[src/rtl/try_pkg.sv]
// Shared widths, FSM state type and factorial reference table for the try block.
package try_pkg;

    localparam int unsigned IN_W  = 3;
    localparam int unsigned OUT_W = 13;
    localparam int unsigned K_W   = 4;

    typedef enum logic {
        IDLE = 1'b0,
        CALC = 1'b1
    } state_e;

    // Reference values for benches only; the datapath computes iteratively.
    localparam logic [OUT_W-1:0] FACT_LUT [8] = '{
        13'd1, 13'd1, 13'd2, 13'd6, 13'd24, 13'd120, 13'd720, 13'd5040
    };

endpackage

[src/rtl/try_mul.sv]
// Combinational 13x4 -> 13 unsigned multiplier built from shift-and-add partial products.
module try_mul
    import try_pkg::*;
(
    input  logic [OUT_W-1:0] a_i,
    input  logic [K_W-1:0]   b_i,
    output logic [OUT_W-1:0] prod_c_o
);

    always_comb begin
        prod_c_o = '0;
        for (int unsigned i = 0; i < K_W; i++) begin
            if (b_i[i]) begin
                prod_c_o = prod_c_o + (a_i << i);
            end
        end
    end

endmodule

[src/rtl/try.sv]
// Iterative factorial of a 3-bit operand: one multiply per cycle, result held until the next completion.
module try
    import try_pkg::*;
(
    input  logic             clk,
    input  logic             rst,
    input  logic [IN_W-1:0]  in,
    output logic [OUT_W-1:0] out,
    output logic             valid
);

    state_e           state_q, state_d;
    logic [IN_W-1:0]  n_q, n_d;
    logic [K_W-1:0]   k_q, k_d;
    logic [OUT_W-1:0] acc_q, acc_d;
    logic [OUT_W-1:0] out_q, out_d;
    logic             valid_q, valid_d;
    logic             first_q, first_d;
    logic [OUT_W-1:0] prod_c;
    logic             new_sample_c;

    try_mul u_mul (
        .a_i      (acc_q),
        .b_i      (k_q),
        .prod_c_o (prod_c)
    );

    assign new_sample_c = first_q || (in != n_q);

    // Next-state: a new sample restarts from any state; otherwise step or finish in CALC.
    always_comb begin
        state_d = state_q;
        n_d     = n_q;
        k_d     = k_q;
        acc_d   = acc_q;
        out_d   = out_q;
        valid_d = valid_q;
        first_d = first_q;

        if (new_sample_c) begin
            n_d     = in;
            acc_d   = OUT_W'(1);
            k_d     = K_W'(2);
            valid_d = 1'b0;
            first_d = 1'b0;
            state_d = CALC;
        end else begin
            case (state_q)
                CALC: begin
                    if (k_q <= K_W'(n_q)) begin
                        acc_d = prod_c;
                        k_d   = k_q + K_W'(1);
                    end else begin
                        out_d   = acc_q;
                        valid_d = 1'b1;
                        state_d = IDLE;
                    end
                end
                default: begin
                end
            endcase
        end
    end

    always_ff @(posedge clk) begin
        if (rst) begin
            state_q <= IDLE;
            n_q     <= '0;
            k_q     <= K_W'(2);
            acc_q   <= OUT_W'(1);
            out_q   <= '0;
            valid_q <= 1'b0;
            first_q <= 1'b1;
        end else begin
            state_q <= state_d;
            n_q     <= n_d;
            k_q     <= k_d;
            acc_q   <= acc_d;
            out_q   <= out_d;
            valid_q <= valid_d;
            first_q <= first_d;
        end
    end

    assign out   = out_q;
    assign valid = valid_q;

endmodule

[config.mk]
export PLATFORM = sky130hd
export DESIGN_NAME = try
export DESIGN_NICKNAME = d
export VERILOG_FILES = /design/src/rtl/try_pkg.sv /design/src/rtl/try_mul.sv /design/src/rtl/try.sv
export SDC_FILE = /design/constraint.sdc
export NUM_CORES = 1
export LEC_CHECK = 0
export CAP_MARGIN = 20
export CORE_MARGIN = 2
export CORE_UTILIZATION = 30
export CTS_CLUSTER_SIZE = 12
export DETAILED_ROUTE_END_ITERATION = 16
export PLACE_DENSITY = 0.49
export SETUP_SLACK_MARGIN = 0.02
export SLEW_MARGIN = 10
export SYNTH_ARGS = -nofsm -noshare
export SYNTH_HDL_FRONTEND = slang
export SYNTH_SLANG_ARGS = --single-unit
[constraint.sdc]
create_clock -name clk -period 4.1 [get_ports clk]
set_input_delay 0.41 -clock clk [delete_from_list [all_inputs] [get_ports clk]]
set_output_delay 0.41 -clock clk [all_outputs]
set_load 0.01 [all_outputs]
==> impl_results.md, run 1 <==
- Syn_area_per_cell: around 8 um2
- Crit-path max cell delay: 0.41 ns
- Rel. slew slack: a little over a third
- CP Data Required Time: 4.28 ns
- Antenna violations before repair: 0
- IO buf count: 18
- Row cnt: 34
- Hold depth: 2
- RR Startpoint: k_q[0]
- Placer Congestion: 0.834
- Die height: 99.4 um
- GRT Overall Usage: 14.5%
- Pins Over Slew Limit: 0
- Routed len/inst: 14.5 um
- Final std cells w/o fill: 478
- Register bit total from synthesis: 36
- Final Cell Area: ~3300 um2
- Die span in x: about 100 um
- Slew @ Worst Pin: 0.970 ns
- Status: completed
- Vias in the first global route: 2337
- Slowest cell on crit path: or3_4
- Clock Skew: 0.00637 ns
- Reg2Reg Depth: 16
- Antenna Nets Post-Route: 0
- Cell accounting for the most synthesized area: dfxtp_1
- Top_reg_cell synth: dfxtp_1
- Dpl cells: 464
- Most common cell on crit path: ha_1
- Worst Hold Path EP: valid
- Leakage: 1.44 nW
- Clk_lat worst skew: 0.29 ns
- Max Fclk: 262 MHz
- Clk sink count: 36
- Area Growth Syn to Fin: 21.6%
- Worst path cell trace: nand2_4 > inv_1 > ha_1 > a21o_1 > maj3_2 > a21bo_2 > mux2i_1 > or2_2 > ha_1 > or3_4 > or2_1 > o2111ai_2 > a211oi_2 > a311oi_2 > xor2_1 > a21oi_1
- DR vias/cell: slightly above 5
- Final worst slack: approximately 0.28 ns
- Grt ovf: 0
- Syn Inst Count: 340
- Endpoints failing setup: 0
- Core box area: 8760 um2
- EDFF count, synth: 0
- Final Critical Period: 3.82 ns
- CP top delay family: compound AO/OA/AOI/OAI gates
- WL final: around 7.0 mm
- CP Max Fanout: 4
- Hold Crit Class: flip-flop to flip-flop
- Hold Crit Start: valid
- Crit path buffers/inverters: 1
- Yosys warns: 0
- Starting DRC count in detailed routing: ~130
- Post-Syn Area: approximately 2700 um2
- Final #Nets: 399
- Placed inst area: just over 3000 um2
- Worst endpoint data arrival time: 3.99 ns
- First-pass GRT wire length: 11.6 mm
- Max-cap violations: 0
- CP startpoint kind: flip-flop
- Yosys top cell area share: 26.4%
- Layout cell share with drive strength beyond 1: 16.2%
- Syn nets: 370
- WS Path Type: flip-flop to flip-flop
- Final core occ: 37.9%
- Commonest non-fill, non-tap cells in the layout: nand2_1, dfxtp_1, nor2_1
- Drc violations: 0
- Final critical-path share of the clock period: between 90% and 100%
- Register area share after synthesis: 26.4%
- Die area: between 9000 and 10000 um2
- Final hold violations: 0
- H-tree depth: 2
- Async set-reset flop share out of synthesis: 0%
- Clock Path Buffers: 2
- Largest net degree at the start of global routing: 25
- Vias: 2432
- Initial core utilization: a little under a third
- Worst VDD drop: 0.165 mV
- DR pass1 iterations: 4
- Clk root buf: clkbuf_8
- Setup_tns: 0 ns
- CTS Hold Bufs: 0
- I/O pin cnt: 19
- Worst R2R Setup Slack: 0.28 ns
- Setup WS pre-CTS: around 0.12 ns
- Detail Placement HPWL: 5.13 mm
- Synth area leaders: dfxtp_1, ha_1, mux2i_1, nand2_1, a21oi_1
- Unique masters post-synth: 53
- N_diodes: 0
- Worst r2r dst: acc_q[12]
- TritonCTS buffer count: 5
- Pwr Density: 203 nW/um2
- CP endpoint kind: flip-flop
- CTS tree: done
- Worst-path clk slew: ~0.08 ns
- Most common cell after layout, fill and taps aside: nand2_1
-- report_power, final --
| group | total [W] | switching [W] | internal, W |
|---|---|---|---|
| combinational | 0.0000453 | 0.0000267 | 0.0000186 |
| clock | 0.000271 | 0.000135 | 0.000137 |
| sequential | 0.000356 | 0.00000347 | 0.000353 |
-- tightest hold or removal path: stages, from the launching register on --
cell,delay [ns]
dfxtp_1,0.33
a21oi_1,0.04
nor2_1,0.06
-- cell usage after synthesis, types with 2 or more instances --
master	count
a211o_1	2
a211oi_1	2
a21o_1	4
a21oi_1	25
a311oi_1	2
a31oi_1	3
a32oi_1	3
a41oi_1	2
and2_1	7
buf_1	2
clkbuf_1	10
dfxtp_1	36
fa_1	2
ha_1	23
inv_1	16
mux2_4	2
mux2i_1	19
nand2_1	37
nand2b_1	6
nand3_1	8
nor2_1	33
nor2b_1	9
o21a_1	7
o21ai_0	19
o21ba_2	3
o22ai_1	3
o31ai_1	2
or2_2	5
or3_1	4
xnor2_1	11
xor2_1	11
-- what timing repair did --
item | in CTS | in global routing
buffers inserted | 0 | 6
setup endpoints to repair | 0 | 3
gates resized for setup | 0 | 28
-- registers in the layout, indices dropped and copies added, names as in the netlist --
signal / count
acc_q: 13
out: 13
k_q: 4
n_q: 3
first_q: 1
state_q: 1
valid: 1
-- cell type report --
type	instances	area, um2
fillers	910	5440
clock buffers	7	86.3
repair buffers	36	315
flip-flops and latches	36	726
inverters	16	60.1
clock inverters	1	7.51
well taps	108	135
multi-input cells	274	1990
-- worst max-delay path by stage --
stage / from / endpoint / slack [ns] / depth (start not counted)
floorplan: k_q[0] / acc_q[12] / 0.07 / 21
global placement: k_q[0] / acc_q[12] / 0.16 / 16
detailed placement: k_q[0] / acc_q[12] / 0.12 / 16
CTS: acc_q[1] / acc_q[12] / 0.09 / 19
global route: k_q[0] / acc_q[12] / -0.03 / 19
finish: k_q[0] / acc_q[12] / 0.28 / 16
-- cells by family after synthesis --
family          synth area share [%]
compound gates                  21.6
fa+ha+maj                       12.4
flops                           26.4
mux                             8.06
simple gates                    20.1
xor+xnor                        7.05
buf+inv                         4.44
-- metrics by stage --
stage / hold slack [ns] / total power [W]
detailed placement: 0.456 / 0.000410
global placement: 0.458 / 0.000410
finish: 0.466 / 0.000673
CTS: 0.475 / 0.000686
floorplan: 0.456 / 0.000394
global route: 0.512 / 0.000704
-- routing by layer --
layer	vias up	wire length [um]	global-route usage, %
met3	4	287	1.83
met5	-	0	0
li1	1252	-	-
met2	48	3070	23.8
met1	1128	3530	20.1
met4	0	64	4.11
Power figures use the tool's default switching activity.
==> inputs of run 2 (changes only) <==
Settings changed: CORE_MARGIN 2 to not set, CORE_UTILIZATION 30 to 54, PLACE_DENSITY 0.49 to 0.78, REMOVE_ABC_BUFFERS set to 1.
==> run 2 against run 1 <==
Effect of this change: sequential power is essentially flat; clock skew grew 0.00097 ns; total power shrank 5.0%; sequential cell count is the same; clock-buffer cell count shrank 1; clock power shrank 12%; via count grew 1.9%; global-route usage grew 10 points; critical path depth is the same; register-to-register slack lost 0.07 ns.
==> impl_results.md, run 2 (synthesized netlist as in run 1, its figures left out) <==
- Worst-path clk slew: 0.07 ns
- DR vias/cell: 5.80
- H-tree depth: 2
- Setup WS pre-CTS: roughly 0.18 ns
- Post-CTS Setup Bufs: 0
- Starting DRC count in detailed routing: 114
- WL final: 6.35 mm
- I/O pin cnt: 19
- Pins Over Slew Limit: 0
- DR pass1 iterations: 4
- Switching power: 0.000153 W
- Final critical-path share of the clock period: 94.9%
- Hold Crit Class: flip-flop to flip-flop
- Die area: 5350 um2
- N_diodes: 0
- Worst R2R Setup Slack: 0.21 ns
- Die span in x: approximately 73 um
- Clock network power share: 37.2%
- Setup crit end: acc_q[12]
- Vias in the first global route: 2274
- Final worst slack: 0.210 ns
- IO buf count: 18
- # fillers: 422
- Worst r2r dst: acc_q[12]
- Core box area: between 4000 and 5000 um2
- Detail Placement HPWL: approximately 4.6 mm
- Rel. slew slack: between 30% and 40%
- Clk_lat worst skew: a little under 0.3 ns
- Clk root buf: clkbuf_8
- First-pass GRT wire length: 10.2 mm
- Combinational power share: 6.9%
- Clk sink count: 36
- Largest net degree at the start of global routing: 23
- CP Max Fanout: 4
- CTS tree: done
- Status: completed
- TritonCTS buffer count: 5
- Worst endpoint data arrival time: 4.06 ns
- GRT Overall Usage: about a quarter
- Final hold violations: 0
- Antenna violations before repair: 0
- Vias: 2477
- Sw Ratio: 23.9%
- Most common cell after layout, fill and taps aside: nand2_1
- Clock Path Buffers: 2
- Initial core utilization: 57.1%
- Final Critical Period: about 3.9 ns
- Share of power burned in registers: 55.8%
- Pwr Density: approximately 210 nW/um2
- CTS Hold Bufs: 0
- Power Total: 0.000639 W
- Final #Nets: 390
- Commonest non-fill, non-tap cells in the layout: nand2_1, dfxtp_1, nor2_1
- Routed len/inst: 14.9 um
- CP endpoint kind: flip-flop
- Die height: about 73 um
- Row cnt: 25
- Clock Skew: 0.00734 ns
- Max Fclk: around 260 MHz
- Area Growth Syn to Fin: 13.9%
- Internal power: 0.000487 W
- RR Startpoint: k_q[0]
- Endpoints failing setup: 0
- Leakage: 1.37 nW
- CP startpoint: k_q[0]
- Reg2Reg Depth: 16
- WS Path Type: flip-flop to flip-flop
- Grt ovf: 0
- Slew @ Worst Pin: 0.975 ns
- Layout cell share with drive strength beyond 1: about a tenth
- Drc violations: 0
- CP startpoint kind: flip-flop
- Placer Congestion: 0.916
- CP Data Required Time: 4.27 ns
- Antenna Nets Post-Route: 0
- Worst VDD drop: 0.250 mV
- Max-cap violations: 0
-- run 2: cell types whose count changed in the layout (fill, tap and decap cells not counted), moves of 2 or more --
cell     delta
ha_1        +3
a21oi_2     -2
buf_4       -9
ha_2        -2
a21oi_1     +2
-- run 2: worst min-delay path by stage --
stage | slack [ns] | start | cells past startpoint | endpoint
2_1_floorplan | 0.44 | rst | 0 | first_q
3_3_place_gp | 0.46 | valid | 2 | valid
3_5_place_dp | 0.46 | valid | 2 | valid
4_1_cts | 0.48 | valid | 2 | valid
5_1_grt | 0.52 | valid | 2 | valid
6_report | 0.48 | valid | 2 | valid
-- run 2: final cells by class --
type	count	area [um2]	share of cell area [%]
clock buffers	6	72.6	2.33
inverters	16	60.1	1.93
well taps	67	83.8	2.69
flip-flops and latches	36	723	23.2
repair buffers	27	248	7.96
multi-input cells	274	1920	61.7
clock inverters	1	5.00	0.161
-- run 2: what timing repair did --
item | in CTS | in global routing
gates resized for setup | 0 | 9
endpoints found under the hold margin | 0 | 0
setup endpoints to repair | 0 | 3
-- run 2: routing by layer --
| metal | track usage [%] | vias up | share of wire, % |
|---|---|---|---|
| li1 | - | 1240 | - |
| met1 | 31.0 | 1174 | 45 |
| met2 | 42.8 | 49 | 49 |
| met3 | 3.73 | 14 | 3.8 |
| met4 | 7.84 | 0 | 2.1 |
| met5 | 0 | - | 0 |
-- run 2: through the flow --
step / TNS, ns / util, % / hold slack, ns / instance area (um2) / cells
final: 0 / 65.0 / 0.475 / 3110 / 427
after global routing: -0.00233 / 65.0 / 0.524 / 3110 / 427
after CTS: 0 / 64.4 / 0.481 / 3080 / 427
after detailed placement: 0 / 62.7 / 0.463 / 3000 / 420
after global placement: 0 / 62.7 / 0.457 / 3000 / 420
after floorplan: 0 / - / 0.438 / 2670 / 326
-- run 2: power by group through the flow --
| stage | Clock, W | Sequential, W | Combinational, W |
|---|---|---|---|
| final | 0.000238 | 0.000357 | 0.0000443 |
| after global routing | 0.000252 | 0.000357 | 0.0000493 |
| after CTS | 0.000243 | 0.000357 | 0.0000442 |
| after detailed placement | 0 | 0.000365 | 0.0000437 |
| after global placement | 0 | 0.000365 | 0.0000423 |
| after floorplan | 0 | 0.000365 | 0.0000255 |
-- run 2: critical path, stage by stage, from the launching register on --
cell	delay (ns)
dfxtp_2	0.33
nand2_1	0.15
inv_1	0.07
ha_1	0.28
a21o_1	0.18
maj3_2	0.34
a21bo_2	0.26
mux2i_1	0.14
or2_2	0.28
ha_1	0.22
or3_4	0.42
or2_0	0.23
o2111ai_2	0.24
a211oi_1	0.15
a311oi_2	0.25
xor2_1	0.17
a21oi_1	0.08
